File: src/rtl/aes_pkg.sv
// Shared definitions for the AES key-schedule sequencer: state encoding,
// round-count helpers and GF(2^8) doubling.
package aes_pkg;

  localparam int unsigned AES_IDX_W = 6;

  typedef enum logic [1:0] {
    StIdle = 2'd0,
    StRun  = 2'd1,
    StDone = 2'd2
  } aes_ks_state_e;

  function automatic int unsigned aes_nr(input int unsigned nk);
    return nk + 6;
  endfunction

  function automatic int unsigned aes_last_idx(input int unsigned nk);
    return 4 * (aes_nr(nk) + 1) - 1;
  endfunction

  // Multiply by x in GF(2^8) modulo x^8 + x^4 + x^3 + x + 1.
  function automatic logic [7:0] xtime(input logic [7:0] b);
    return {b[6:0], 1'b0} ^ (b[7] ? 8'h1b : 8'h00);
  endfunction

endpackage

File: src/rtl/aes_key_sched_seq.sv
// Key-schedule sequencer: walks expanded-key word indices NK..4*(NR+1)-1 and
// presents the round constant and transform type per word over valid/ready.
module aes_key_sched_seq
  import aes_pkg::*;
#(
  parameter int unsigned NK    = 4,
  parameter int unsigned IDX_W = AES_IDX_W
) (
  input  logic             i_Clk,
  input  logic             i_Rst,
  input  logic             i_fStart,
  input  logic             i_fAbort,
  input  logic             i_Ready,
  output logic             o_Valid,
  output logic [IDX_W-1:0] o_WordIdx,
  output logic [3:0]       o_Round,
  output logic [7:0]       o_Rcon,
  output logic             o_fRotSub,
  output logic             o_fSubOnly,
  output logic             o_fBusy,
  output logic             o_fDone
);

  if (NK != 4 && NK != 6 && NK != 8) begin : g_bad_nk
    $error("aes_key_sched_seq: NK must be 4, 6 or 8");
  end
  if (IDX_W < 6) begin : g_bad_idx_w
    $error("aes_key_sched_seq: IDX_W must hold index 59");
  end

  localparam logic [IDX_W-1:0] FirstIdx = IDX_W'(NK);
  localparam logic [IDX_W-1:0] LastIdx  = IDX_W'(aes_last_idx(NK));
  localparam logic [2:0]       PhaseMax = 3'(NK - 1);

  aes_ks_state_e    state_q;
  logic [IDX_W-1:0] idx_q;
  logic [2:0]       phase_q;
  logic [7:0]       rcon_q;
  logic             run;

  always_ff @(posedge i_Clk or posedge i_Rst) begin
    if (i_Rst) begin
      state_q <= StIdle;
      idx_q   <= '0;
      phase_q <= '0;
      rcon_q  <= 8'h01;
    end else if (i_fAbort) begin
      state_q <= StIdle;
      idx_q   <= '0;
      phase_q <= '0;
      rcon_q  <= 8'h01;
    end else begin
      unique case (state_q)
        StIdle: begin
          if (i_fStart) begin
            state_q <= StRun;
            idx_q   <= FirstIdx;
            phase_q <= '0;
            rcon_q  <= 8'h01;
          end
        end
        StRun: begin
          if (i_Ready) begin
            if (idx_q == LastIdx) begin
              // Counters are reinitialised on the final transfer so DONE sees clean state.
              state_q <= StDone;
              idx_q   <= '0;
              phase_q <= '0;
              rcon_q  <= 8'h01;
            end else begin
              idx_q   <= idx_q + 1'b1;
              phase_q <= (phase_q == PhaseMax) ? 3'd0 : phase_q + 3'd1;
              if (phase_q == 3'd0) begin
                rcon_q <= xtime(rcon_q);
              end
            end
          end
        end
        StDone: begin
          state_q <= StIdle;
          idx_q   <= '0;
          phase_q <= '0;
          rcon_q  <= 8'h01;
        end
        default: state_q <= StIdle;
      endcase
    end
  end

  // Outputs decode only flop state, so they hold during stalls and clear with reset.
  assign run        = (state_q == StRun);
  assign o_Valid    = run;
  assign o_fBusy    = run;
  assign o_fDone    = (state_q == StDone);
  assign o_WordIdx  = run ? idx_q : '0;
  assign o_Round    = 4'(o_WordIdx >> 2);
  assign o_fRotSub  = run && (phase_q == 3'd0);
  assign o_fSubOnly = run && (NK == 8) && (phase_q == 3'd4);
  assign o_Rcon     = o_fRotSub ? rcon_q : 8'h00;

endmodule
File: config.mk
export PLATFORM = sky130hd
export DESIGN_NAME = aes_key_sched_seq
export DESIGN_NICKNAME = d
export VERILOG_FILES = /design/src/rtl/aes_pkg.sv /design/src/rtl/aes_key_sched_seq.sv
export SDC_FILE = /design/constraint.sdc
export NUM_CORES = 1
export LEC_CHECK = 0
export ABC_CLOCK_PERIOD_IN_PS = 5500
export CAP_MARGIN = 40
export CORE_MARGIN = 5
export CORE_UTILIZATION = 30
export DETAILED_ROUTE_END_ITERATION = 6
export HOLD_SLACK_MARGIN = 0.03
export PLACE_DENSITY_LB_ADDON = 0.2
export SETUP_SLACK_MARGIN = 0.5
export SYNTH_ARGS = -nofsm -noshare
export SYNTH_HDL_FRONTEND = slang
export SYNTH_SLANG_ARGS = --single-unit
File: constraint.sdc
create_clock -name i_Clk -period 5.5 [get_ports i_Clk]
set_clock_uncertainty 0.2 [all_clocks]
set_input_delay 0.55 -clock i_Clk [delete_from_list [all_inputs] [get_ports i_Clk]]
set_output_delay 0.55 -clock i_Clk [all_outputs]
set_load 0.03 [all_outputs]
## Word-level counts from Yosys, hierarchy flattened

Cells that the tools add are included.

| cells by class | value |
|---|---|
| add/subtract/negate cells | 2 |
| multiply operators | 0 |
| divide/modulo/power cells | 0 |
| order comparisons | 0 |
| equal/unequal tests | 8 |
| shifts and indexed selects | 0 |
| multiplexer cells | 25 |
| bitwise gates (word level) | 1 |
| reduce and logical (&&, ||, !) cells | 7 |

Operators with widths:

| operator | number |
|---|---|
| 8-bit two-way mux | 6 |
| 6-bit two-way mux | 5 |
| 8-bit one-hot mux with 3 select lines | 1 |
| 6-bit one-hot mux with 3 select lines | 1 |
| 3-bit two-way mux | 5 |
| 3-bit one-hot mux with 3 select lines | 1 |
| 2-bit two-way mux | 4 |
| 8-bit by 5-bit bitwise XOR with 8-bit output | 1 |
| 6-bit by 1-bit adder with 6-bit output (second input constant) | 1 |
| 6-bit equality test (second input constant) | 1 |
| 3-bit != test (second input constant) | 2 |
| 3-bit AND reduction | 2 |
| 5-bit two-way mux | 1 |
| 4-bit by 2-bit != test with 1-bit output (second input constant) | 1 |
| 2-bit one-hot mux with 2 select lines | 1 |
| 4-bit AND reduction | 1 |
| 4-bit nonzero test | 1 |
| 3-bit by 1-bit adder with 3-bit output (second input constant) | 1 |
| 3-bit by 2-bit equality test with 1-bit output (second input constant) | 1 |
| 3-bit logical NOT | 1 |
| 3-bit by 2-bit != test with 1-bit output (second input constant) | 1 |
| 2-bit by 1-bit equality test with 1-bit output (second input constant) | 1 |
| 2-bit equality test (second input constant) | 1 |
| 2-bit logical NOT | 1 |
| 1-bit logical AND | 1 |

| storage, ports and cells | value |
|---|---|
| register bits after elaboration | 19 |
| latch bits | 0 |
| RAM bits | 0 |
| memory bits (read-only) | 0 |
| input port bits | 5 |
| output and inout port bits | 23 |
| logic and storage cells | 47 |
| memories kept | 0 |

## Logic depth before layout (Yosys ltp)

Gate-level depths: netlist (run 1).

| depth | value |
|---|---|
| depth in word-level cells | 7 |
| mapped depth | 8 |
| depth with buffers taken out | 6 |

## Least setup slack after synthesis (run 1)

No wires, ideal clock.

| timing | value |
|---|---|
| path kind | reg-to-output |
| start point | register state_q[1] |
| end point | output o_Rcon[4] |
| arrival | 1910 ps |
| required time | 4750 ps |
| setup slack | 2840 ps |
| cell stages (with the launch flop) | 6 |
| buffers on the path | 1 |
| cell sequence | dfrtp_1 inv_1 ha_1 buf_2 inv_1 nor3_1 |

| between the ends | value |
|---|---|
| cells in the longest elaborated chain, start to end | 3 |

Ends and longest elaborated chain:

| element | line | text |
|---|---|---|
| from (decl) | aes_key_sched_seq.sv:35 | `aes_ks_state_e state_q;` |
| from (signal assigned) | aes_key_sched_seq.sv:43 | `state_q <= StIdle;` |
| from (signal assigned) | aes_key_sched_seq.sv:48 | `state_q <= StIdle;` |
| from (signal assigned) | aes_key_sched_seq.sv:56 | `state_q <= StRun;` |
| 2-bit by 1-bit equality test with 1-bit output | aes_key_sched_seq.sv:91 | `assign run = (state_q == StRun);` |
| net o_Valid | aes_key_sched_seq.sv:14 | `output logic o_Valid,` |
| 1-bit logical AND | aes_key_sched_seq.sv:97 | `assign o_fRotSub = run && (phase_q == 3'd0);` |
| 8-bit two-way mux | aes_key_sched_seq.sv:99 | `assign o_Rcon = o_fRotSub ? rcon_q : 8'h00;` |
| to (decl) | aes_key_sched_seq.sv:17 | `output logic [7:0] o_Rcon,` |

The timed path passes the listed nets, and every way through them passes these cells.

## Worst setup path in the final report (run 1)

| timing | value |
|---|---|
| start point | register state_q[1] |
| end point | output o_Rcon[4] |

| between the ends | value |
|---|---|
| cells in the longest elaborated chain, start to end | 3 |

Ends and longest elaborated chain:

| element | line |
|---|---|
| 2-bit by 1-bit equality test with 1-bit output | aes_key_sched_seq.sv:91 |
| 1-bit logical AND | aes_key_sched_seq.sv:97 |
| 8-bit two-way mux | aes_key_sched_seq.sv:99 |

No other way between the ends.

==> results of run 1 <==
## power by group through the flow
stage | sequential (uW) | clock [uW] | combinational (uW)
2_1_floorplan | 179 | 0 | 235
3_3_place_gp | 184 | 0 | 308
3_5_place_dp | 185 | 0 | 316
4_1_cts | 183 | 102 | 317
5_1_grt | 185 | 106 | 341
6_report | 183 | 97.9 | 312
## stage by stage
step	utilization	worst slack, ps	std cells
finish	0.385	2090	205
global route	0.385	1910	205
global placement	0.373	2410	201
detailed placement	0.373	2390	201
CTS	0.385	2070	205
floorplan	-	2840	137
## state kept, by name, summed over array words and instances, names as in the netlist
register,flops
idx_q,6
phase_q,3
rcon_q,8
state_q,2
## cell families (layout without fill, tap and decap cells)
group                      after synthesis  count (layout)  synth area share
xor gates and xnor gates                 3               3            0.0207
DFF                                     19              19             0.376
muxes                                    1               1           0.00888
buffers and inverters                   21              39            0.0859
and+or+nand+nor                         51              51             0.235
AOI/OAI and AO/OA                       34              34             0.201
other                                    1               1           0.00296
adders and majority gates                7               7            0.0691
## synthesized netlist by cell type (2+ instances only)
| cell type | n | area share |
|---|---|---|
| and3_1 | 9 | 0.044 |
| o21ai_0 | 7 | 0.028 |
| nand3b_1 | 2 | 0.012 |
| a311oi_1 | 2 | 0.014 |
| ha_1 | 7 | 0.069 |
| nor2_1 | 2 | 0.0059 |
| o22ai_1 | 3 | 0.015 |
| clkbuf_1 | 2 | 0.0059 |
| nand2b_1 | 4 | 0.020 |
| nor3_1 | 2 | 0.0079 |
| buf_4 | 7 | 0.041 |
| dfrtp_1 | 18 | 0.36 |
| a22o_1 | 2 | 0.014 |
| nor2b_1 | 5 | 0.025 |
| nand2_1 | 4 | 0.012 |
| and2_1 | 6 | 0.030 |
| nand3_1 | 10 | 0.039 |
| xnor2_1 | 3 | 0.021 |
| a21oi_1 | 8 | 0.032 |
| inv_1 | 9 | 0.027 |
| buf_2 | 3 | 0.012 |
| nand4_1 | 3 | 0.015 |
## how the worst max path moves through the flow
stage                    start  cells past startpoint  slack [ps]        end
finish              state_q[1]                      5        2090  o_Rcon[4]
global route        state_q[1]                      5        1910  o_Rcon[4]
CTS                 state_q[1]                      5        2070  o_Rcon[4]
detailed placement  state_q[1]                      5        2390  o_Rcon[4]
global placement    state_q[1]                      5        2410  o_Rcon[4]
floorplan           state_q[1]                      5        2840  o_Rcon[4]
## per-layer routing
| layer | share of wire | global-route usage | up-vias |
|---|---|---|---|
| met1 | 0.47 | 0.149 | 522 |
| li1 | - | - | 520 |
| met4 | 0.0045 | 0.0455 | 0 |
| met2 | 0.47 | 0.194 | 29 |
| met5 | 0 | 0 | - |
| met3 | 0.049 | 0.0240 | 2 |
## worst register-to-register path: cells and delay by family, from the launching register on
kind / cells / cell delay [ps]
AO/OA/AOI/OAI: 3 / 1010
adder cells (fa/ha/maj): 1 / 620
flip-flops: 1 / 380
AND/OR/NAND/NOR: 1 / 370
buffers and inverters: 1 / 110
## layout make-up
| class | instances | area [sq um] | area share |
|---|---|---|---|
| inverters | 9 | 33.8 | 0.0216 |
| well taps | 50 | 62.6 | 0.0401 |
| repair buffers | 26 | 260 | 0.167 |
| multi-input cells | 97 | 682 | 0.437 |
| clock inverters | 1 | 5.00 | 0.00321 |
| clock buffers | 3 | 41.3 | 0.0264 |
| flip-flops and latches | 19 | 477 | 0.305 |
==> impl_metrics.tcl, run 1 <==
set metrics [dict create \
    rows 23 \
    remaining_drc_errors 0 \
    critPathMaxFanout 22 \
    cts_tree "built" \
    critPathBufInv 3 \
    antenna_found_initial 0 \
    viasPerCell 5.23 \
    grt_max_degree 23 \
    maxCapViolCount 0 \
    final_layout_size_suffix_gt1_frac 0.0581 \
    startpoint_type "flip-flop" \
    cts_buffers 3 \
    nets 168 \
    ys_ff_latch 19 \
    yosysWarnings 0 \
    hold_class "reg -> reg" \
    netSwitchingFraction 0.452 \
    antenna_cells 0 \
    grt_use_total 0.117 \
    worst_pin_slew_ps 865 \
    final_max_slew_viol_count 0 \
    wl_um 3120 \
    hold_depth 1 \
    slew_headroom 0.422 \
    die-height_um 75 \
    gr-total-overflow 0 \
    cts_root_buf "clkbuf_8" \
    grt_pass1_wl_um 4980 \
    final_common_cell "clkdlybuf4s50_1" \
    crit_chain "inv_1, ha_1, inv_1, nor3_1, clkdlybuf4s50_1" \
    die_area_sq_um 5630 \
    place.gp.congestion 0.770 \
    worst_ep_arrival_time_ps 2660 \
    vias 1073 \
    numPortBuffers 26 \
    dr.pass1.iters 4 \
    drt_iter0_markers 56 \
    slowest_stage "clkdlybuf4s50_1" \
    pwr-share-clk 0.165 \
    min-delay-start "rcon_q[0]" \
    finalHoldViolations 0 \
    reg2regPathDepth 6 \
    synth_cell_types 41 \
    crit_path_max_incr_delay_ps 720 \
    max-clock-path-buffers 2 \
    cts.clk_slew.worst_paths_ps 70 \
    period_share 0.620 \
    p_total_uw 592 \
    path_class "reg -> out" \
    power_density_nw_per_um2 379 \
    dp_hpwl_um 2260 \
    rsz0062_at_grt "no" \
    num_io_pins 28 \
    whs_endpoint "rcon_q[0]" \
    rr_endpoint "idx_q[3]" \
    finish.instance_area_sq_um 1560 \
    ff2ff_setup_slack_ps 2700 \
    synth_area_sq_um 1270 \
    syn_inst 137 \
    tns_ps 0 \
    cts.sinks 19 \
    syn_area_per_cell_sq_um 9.25 \
    post_cts_buffers 0 \
    end_kind "primary output" \
    cts_hold_buf 0 \
    finalSetupViolations 0 \
    grt_pass1_vias 1057 \
    p_int_uw 324 \
    die_w_um 75 \
    synth_edf_count 0 \
    start_util 0.312 \
    power_frac_seq 0.308 \
    ant_nets 0 \
    layout_common_cells "26 x clkdlybuf4s50_1, 18 x dfrtp_1, 10 x nand3_1, 9 x inv_1, 9 x and3_1" \
    ys.flop_type "dfrtp_1" \
    p_switching_uw 268 \
    fillerInstances 394 \
    ys_seq_area_frac 0.376 \
    crit_family "buffers and inverters" \
    r2r_start "state_q[1]" \
    core_sq_um 4060 \
    syn_nets 149 \
    ir_worst_vdd_mv 0.188 \
    clk_latency_ps 250 \
    post-route-min-period_ps 3410 \
    wl_per_cell_um 15.2 \
    timing.fmax_mhz 293 \
    p_comb_frac 0.526 \
    cts_resized 0 \
    cp_common_cell "inv_1" \
    holdWs_ps 337 \
    postSynth.asyncResetShare 1.00 \
    htree_levels 1 \
    cp.required_ps 4750 \
    placed_area_sq_um 1520 \
    p_leak_uw 0.000656 \
    syn2layout_area_growth_pct 23.2 \
    status "complete, no violations" \
]
Note: power is estimated with default switching activity, not from simulation.
==> run 2, diff against run 1 <==
- ABC_CLOCK_PERIOD_IN_PS: 5500 -> 3400
- clock period: 5.5 -> 3.4 ns (I/O delays scaled with it)
==> run 2 against run 1 <==
- die area stayed put
- worst setup slack worse by 1400 ps
- clock-buffer cell count unchanged
- critical path type unchanged
==> impl_metrics.tcl, run 2 (synthesis gave the netlist of run 1 again) <==
set metrics [dict create \
    grt_max_degree 20 \
    multiInputGateArea_sq_um 682 \
    cp.required_ps 2860 \
    top_register "rcon_q" \
    cts_tree "built" \
    wl_met2_um 1500 \
    final_common_cell "clkdlybuf4s50_1" \
    placed_area_sq_um 1530 \
    num_io_pins 28 \
    slowest_stage "clkdlybuf4s50_1" \
    pwr-share-clk 0.164 \
    final_max_slew_viol_count 0 \
    slew_headroom 0.485 \
    fillerInstances 398 \
    numPortBuffers 26 \
    grt_pass1_vias 1088 \
    rows 23 \
    startpoint_type "flip-flop" \
    wl_met3_um 205 \
    wl_um 3140 \
    die_area_sq_um 5630 \
    wl_met1_um 1420 \
    final_layout_size_suffix_gt1_frac 0.0701 \
    cts_root_buf "clkbuf_8" \
    p_switching_uw 436 \
    ant_nets 0 \
    reg.largest.list "rcon_q: 8 flops, idx_q: 6 flops, phase_q: 3 flops" \
    maxCapViolCount 0 \
    finalHoldViolations 0 \
    htree_levels 1 \
    viasPerCell 5.20 \
    die-height_um 75 \
    power_density_nw_per_um2 617 \
    post-route-min-period_ps 2730 \
    fin_ws_ps 673 \
    seqCellArea_sq_um 477 \
    dp_hpwl_um 2290 \
    finish.instance_area_sq_um 1580 \
    ir_worst_vdd_mv 0.382 \
    end_kind "primary output" \
    critPathBufInv 3 \
    antenna_found_initial 0 \
    clk_latency_ps 250 \
    largest_reg_flops 8 \
    period_share 0.802 \
    p_leak_uw 0.000684 \
    drt_iter0_markers 103 \
    gr-total-overflow 0 \
    hold_class "in -> async" \
    cts_buffers 3 \
    path_class "reg -> out" \
    dr.pass1.iters 4 \
    wl_per_cell_um 15.2 \
    power_frac_seq 0.307 \
    status "complete, no violations" \
    max-clock-path-buffers 2 \
    crit_chain "inv_1, ha_1, buf_4, and2_1, clkdlybuf4s50_1" \
    cts_hold_buf 0 \
    grt_use_total 0.121 \
    p_int_uw 538 \
    place.gp.congestion 0.796 \
    p_total_uw 974 \
    start_util 0.312 \
    worst_ep_arrival_time_ps 2190 \
    nets 170 \
    tns_ps 0 \
    remaining_drc_errors 0 \
    rsz0062_at_grt "no" \
    crit_path_max_incr_delay_ps 680 \
    grt_pass1_wl_um 5160 \
    timing.fmax_mhz 367 \
    crit_family "buffers and inverters" \
    die_w_um 75 \
    syn2layout_area_growth_pct 24.6 \
    top_layer_used "met4" \
    core_sq_um 4060 \
    cts.sinks 19 \
    critPathMaxFanout 15 \
    cts.clk_slew.worst_paths_ps 70 \
    antenna_cells 0 \
    layout_common_cells "25 x clkdlybuf4s50_1, 18 x dfrtp_1, 10 x nand3_1, 9 x inv_1, 9 x and3_1" \
    worst_pin_slew_ps 772 \
    place_ws_ps 932 \
    finalSetupViolations 0 \
    vias 1077 \
    p_comb_frac 0.530 \
    netSwitchingFraction 0.448 \
]
run 2: changes by cell type in the layout (fill, tap and decap cells not counted), sizes merged:
cell / previous run / this run
buf: 0 / 2
clkdlybuf4s50: 26 / 25
dlymetal6s2s: 0 / 1
run 2: routing by layer:
metal,GRT usage,vias up
li1,-,525
met3,0.0414,2
met2,0.196,28
met5,0,-
met1,0.155,522
met4,0.0316,0
run 2: final timing paths:
kind	from	end	slack, ps	cells after the start
worst min-delay path	i_Rst	idx_q[0]	330	2
min in group i_Clk	rcon_q[0]	rcon_q[0]	340	1
worst max-delay path	state_q[1]	o_Round[3]	670	5
worst max register to register	state_q[1]	idx_q[3]	940	6
worst min register to register	rcon_q[0]	rcon_q[0]	340	1
max in group asynchronous	i_Rst	phase_q[2]	2190	2
run 2: through the flow:
| stage | utilization | cells | hold WS, ps |
|---|---|---|---|
| 2_1_floorplan | - | 137 | 90.4 |
| 3_3_place_gp | 0.377 | 203 | 322 |
| 3_5_place_dp | 0.377 | 203 | 337 |
| 4_1_cts | 0.389 | 207 | 348 |
| 5_1_grt | 0.389 | 207 | 370 |
| 6_report | 0.389 | 207 | 328 |
run 2: power by group through the flow:
stage / clock, uW / sequential [uW] / combinational [uW]
2_1_floorplan: 0 / 290 / 380
3_3_place_gp: 0 / 301 / 513
4_1_cts: 167 / 299 / 524
6_report: 159 / 299 / 516
5_1_grt: 181 / 305 / 567
3_5_place_dp: 0 / 302 / 521
run 2: layout make-up:
type / instances / area share
clock buffers: 3 / 0.0261
well taps: 50 / 0.0396
inverters: 9 / 0.0214
repair buffers: 28 / 0.176
multi-input cells: 97 / 0.432
clock inverters: 1 / 0.00317
flip-flops and latches: 19 / 0.302
run 2: repair_timing:
action	4_1_cts	5_1_grt
setup buffers	0	0
gates resized for setup	0	1
hold endpoints to repair	0	0
setup endpoints to repair	0	1
